===== config.mk =====
export PLATFORM = sky130hd
export DESIGN_NAME = mode_sequencer
export DESIGN_NICKNAME = d
export VERILOG_FILES = /design/src/rtl/mode_sequencer.sv
export SDC_FILE = /design/constraint.sdc
export NUM_CORES = 1
export LEC_CHECK = 0
export ABC_AREA = 0
export BUFFER_PORTS_ARGS = -buffer_cell sky130_fd_sc_hd__buf_2
export CAP_MARGIN = 20
export CORE_ASPECT_RATIO = 1.75
export CORE_UTILIZATION = 42
export CTS_CLUSTER_SIZE = 14
export DETAILED_ROUTE_END_ITERATION = 6
export PLACE_DENSITY = 0.59
export SLEW_MARGIN = 20
export SYNTH_ARGS = -nofsm -noshare
export SYNTH_HDL_FRONTEND = slang
export SYNTH_SLANG_ARGS = --single-unit

===== constraint.sdc =====
create_clock -name sys_clk -period 2 [get_ports sys_clk]
set_input_delay 0.4 -clock sys_clk [delete_from_list [all_inputs] [get_ports sys_clk]]
set_output_delay 0.4 -clock sys_clk [all_outputs]
set_load 0.1 [all_outputs]

===== src/rtl/mode_sequencer.sv =====
// mode_sequencer: debounced button mode stepper with a blank/latch/settle modeline sequence; define MODESEQ_AUTOREPEAT_EN for hold-to-repeat
module mode_sequencer #(
  parameter int NUM_MODES       = 4,
  parameter int MODE_W          = 2,
  parameter int DEBOUNCE_CYCLES = 1000000,
  parameter int BLANK_CYCLES    = 256,
  parameter int SETTLE_CYCLES   = 256,
  parameter int REPEAT_CYCLES   = 50000000
) (
  input  logic              sys_clk,
  input  logic              act_reset,
  input  logic              but_center,
  output logic [MODE_W-1:0] mode_sel,
  output logic              mline_latch,
  output logic              vid_reset,
  output logic              busy
);
  localparam int DB_W = $clog2(DEBOUNCE_CYCLES + 1);
  localparam int SQ_W = $clog2((BLANK_CYCLES > SETTLE_CYCLES ? BLANK_CYCLES : SETTLE_CYCLES) + 1);
  if (2**MODE_W < NUM_MODES || DEBOUNCE_CYCLES < 1 || BLANK_CYCLES < 1 || SETTLE_CYCLES < 1 || REPEAT_CYCLES < 1) begin : g_bad_params
    $error("mode_sequencer: invalid parameters");
  end
  typedef enum logic [1:0] {IDLE, BLANK, LATCH, SETTLE} state_t;
  state_t state;
  logic sync_a, btn_s, btn_db, btn_db_q, press, advance;
  logic [DB_W-1:0] cnt;
  logic [SQ_W-1:0] seq_cnt;
  always_ff @(posedge sys_clk) begin
    if (act_reset) begin
      sync_a   <= 1'b0;
      btn_s    <= 1'b0;
      btn_db   <= 1'b0;
      btn_db_q <= 1'b0;
      cnt      <= '0;
    end else begin
      sync_a   <= but_center;
      btn_s    <= sync_a;
      btn_db_q <= btn_db;
      if (btn_s == btn_db)
        cnt <= '0;
      else if (cnt == DB_W'(DEBOUNCE_CYCLES - 1)) begin
        btn_db <= ~btn_db;
        cnt    <= '0;
      end else
        cnt <= cnt + 1'b1;
    end
  end
  always_comb press = btn_db & ~btn_db_q;
`ifdef MODESEQ_AUTOREPEAT_EN
  localparam int RP_W = $clog2(REPEAT_CYCLES + 1);
  logic [RP_W-1:0] rep_cnt;
  logic rep_hit;
  always_comb rep_hit = (state == IDLE) && btn_db && (rep_cnt == RP_W'(REPEAT_CYCLES - 1));
  always_ff @(posedge sys_clk) begin
    if (act_reset || state != IDLE || !btn_db || rep_hit)
      rep_cnt <= '0;
    else
      rep_cnt <= rep_cnt + 1'b1;
  end
  always_comb advance = press | rep_hit;
`else
  always_comb advance = press;
`endif
  // Outputs are registered alongside the state so they change on the same edge as the transition.
  always_ff @(posedge sys_clk) begin
    if (act_reset) begin
      state       <= BLANK;
      seq_cnt     <= '0;
      mode_sel    <= '0;
      mline_latch <= 1'b0;
      vid_reset   <= 1'b1;
      busy        <= 1'b1;
    end else begin
      case (state)
        IDLE:
          if (advance) begin
            mode_sel  <= (mode_sel == MODE_W'(NUM_MODES - 1)) ? '0 : mode_sel + 1'b1;
            state     <= BLANK;
            seq_cnt   <= '0;
            vid_reset <= 1'b1;
            busy      <= 1'b1;
          end
        BLANK:
          if (seq_cnt == SQ_W'(BLANK_CYCLES - 1)) begin
            state       <= LATCH;
            seq_cnt     <= '0;
            mline_latch <= 1'b1;
          end else
            seq_cnt <= seq_cnt + 1'b1;
        LATCH: begin
          state       <= SETTLE;
          mline_latch <= 1'b0;
        end
        SETTLE:
          if (seq_cnt == SQ_W'(SETTLE_CYCLES - 1)) begin
            state     <= IDLE;
            seq_cnt   <= '0;
            vid_reset <= 1'b0;
            busy      <= 1'b0;
          end else
            seq_cnt <= seq_cnt + 1'b1;
        default: state <= IDLE;
      endcase
    end
  end
endmodule


==> flow_metrics.tcl <==
set metrics [dict create \
    synthFlopType "dfxtp_1" \
    hold_depth 2 \
    cts_hold_buf 0 \
    chipHeight_um 89.5 \
    root_buffer "clkbuf_8" \
    vias 1602 \
    slew_headroom 0.677 \
    cts_resized 0 \
    die_w_um 52.0 \
    syn_avg_cell_area_um2 8.87 \
    syn_area_um2 1840 \
    n_antenna_cell 0 \
    postCtsSetupRepairBufs 0 \
    grt_overflow 0 \
    synth-async-reset-ratio 0 \
    clockBufferDepth 2 \
    synth_top_area_share 0.425 \
    layout_common_cells "39 x dfxtp_1, 22 x nor2_1, 17 x buf_4" \
    hold_viol 0 \
    hold_path_class "in2reg" \
    wirelength_um 3840 \
    min_period_ns 1.93 \
    path_cells "or4_1 > or4_4 > o211ai_2 > buf_12 > a21oi_1" \
    avgViaCountPerCell 5.66 \
    end_kind "register" \
    synth_edf_count 0 \
    synthMuxAreaShare 0.00545 \
    final-setup-viol-count 0 \
    ant_nets 0 \
    worstPathMaxFanout 20 \
    reg2reg_from "cnt[11]" \
    cp_num_cells 5 \
    worstPathRequired_ns 2.18 \
    ys_seq_area_frac 0.425 \
    yosys.area_share.adder 0.0477 \
    arrival_ns 2.11 \
    synth_top_family_by_area "simple AND/OR/NAND/NOR gates" \
    cp_slowest_cell "or4_4" \
    synth_compound_area_frac 0.144 \
    worstSetupPathType "reg2reg" \
    hold_end "sync_a" \
    r2r-end "cnt[6]" \
    finalMaxSlewViolations 0 \
    skew_ns 0.00575 \
    grt_max_degree 21 \
    power_density_nw_per_um2 885 \
    cp-start-kind "register" \
    antenna_found_initial 0 \
    cp_top_family "simple AND/OR/NAND/NOR gates" \
    layout-drive-gt1-share 0.179 \
    cts.sinks 39 \
    synth_cell_types 45 \
    critPathBufInv 1 \
    gp_congestion 0.776 \
    cts_buffers 5 \
    rsz0062_at_grt "true" \
    p_leak_nw 0.780 \
    synth-simple-area-share 0.260 \
    yosysWarnings 0 \
    tightest_slew_ns 0.488 \
    crit_path_start "cnt[11]" \
    ir_drop_mv 0.614 \
    rows 31 \
    drt-wirelength-per-cell_um 13.6 \
    final_area_um2 2170 \
    utilization 0.523 \
    max_stage_delay_ns 0.54 \
    port_buffers 7 \
    max_freq_ghz 0.518 \
    synth_seq_cells 39 \
    syn-num-nets 217 \
    synthCells 207 \
    grt_pass1_vias 1564 \
    hold-worst-slack_ns 0.311 \
    synth_xor_area_frac 0.0763 \
    r2r_cells 5 \
    fin_nets 243 \
    grt_usage 0.191 \
    core_um2 4150 \
    synthTopCellsByArea "dfxtp_1 43%, ha_1 4.8%, nor2_1 4.5%" \
    cts.clk_slew.worst_paths_ns 0.08 \
    setup_ws_ns 0.0677 \
    place_area_um2 2050 \
    drv_cap 0 \
    ff2ff_setup_slack_ns 0.07 \
    synth_area_leader_cell "dfxtp_1" \
    h-tree-depth 2 \
    synthToLayoutAreaGrowth_pct 18.3 \
    drt_iter0_drc 37 \
    hp-start "but_center" \
    drc 0 \
    mostFrequentLayoutCell "dfxtp_1" \
    grt_pass1_wl_um 6560 \
    clk_latency_ns 0.29 \
    dp_hpwl_um 2900 \
    dieArea_um2 4650 \
    cts_tree "built" \
    ios 8 \
    dr.pass1.iters 4 \
    initial_core_util 0.443 \
    period_share 0.966 \
    outcome "finished, final reports clean" \
    pre_cts_ws_ns 0.0514 \
]
worst max path at each step:
| stage | slack [ns] | end |
|---|---|---|
| after global routing | -0.003 | cnt[6] |
| final | 0.07 | cnt[6] |
| after CTS | 0.02 | seq_cnt[7] |
| after detailed placement | 0.05 | seq_cnt[7] |
| after global placement | 0.10 | cnt[18] |
| after floorplan | 0.07 | seq_cnt[7] |
area by class of cell:
class,count,area [um2]
tap,49,61.3
sequential,39,781
multi-input combinational,151,993
timing repair buffer,25,183
fill,389,1980
inverter,11,41.3
clock buffer,5,68.8
clock inverter,3,43.8
kinds of logic after synthesis:
kind of cell | after synthesis
AND/OR/NAND/NOR | 87
AO/OA/AOI/OAI | 40
flip-flops | 39
buffers and inverters | 17
XOR/XNOR | 16
adder cells (fa/ha/maj) | 7
multiplexers | 1
registers in the layout, summed over array words and instances (netlist names):
name and count:
btn_db_q 1, seq_cnt 9, state 2, cnt 20
mline_latch 1, busy 1, mode_sel 2, sync_a 1
btn_db 1, btn_s 1
per-layer routing:
layer | GRT usage | part of all wire
met2 | 0.375 | 0.56
met4 | 0.0811 | 0.021
met1 | 0.181 | 0.40
met5 | 0 | 0
met3 | 0.0408 | 0.018
report_power, final:
part / internal [mW] / leakage, nW / switching (mW)
clock network: 0.371 / 0.0581 / 0.288
registers: 0.811 / 0.315 / 0.0297
logic: 0.183 / 0.407 / 0.240
through the flow:
step	instances	TNS, ns	power [mW]
2_1_floorplan	207	0	1.10
3_3_place_gp	275	0	1.24
3_5_place_dp	275	0	1.26
4_1_cts	283	0	1.92
5_1_grt	283	-0.00280	2.02
6_report	283	0	1.92
synthesized netlist by cell type, types with 2 or more instances:
cell type	count
clkbuf_1	2
ha_1	7
inv_1	11
nor3_1	5
or4_4	2
dfxtp_1	39
nor4_1	3
nor2b_1	3
nor2_1	22
o31ai_1	4
xnor2_1	9
xor2_1	7
a211o_1	2
a2111oi_0	2
or4_1	6
nand3b_1	2
nand4_1	6
o21ai_0	7
a31oi_1	2
nand3_1	11
or3_1	4
nand2_1	12
nand2b_1	3
a21oi_1	13
buf_4	3
(Power assumes the default switching activity.)
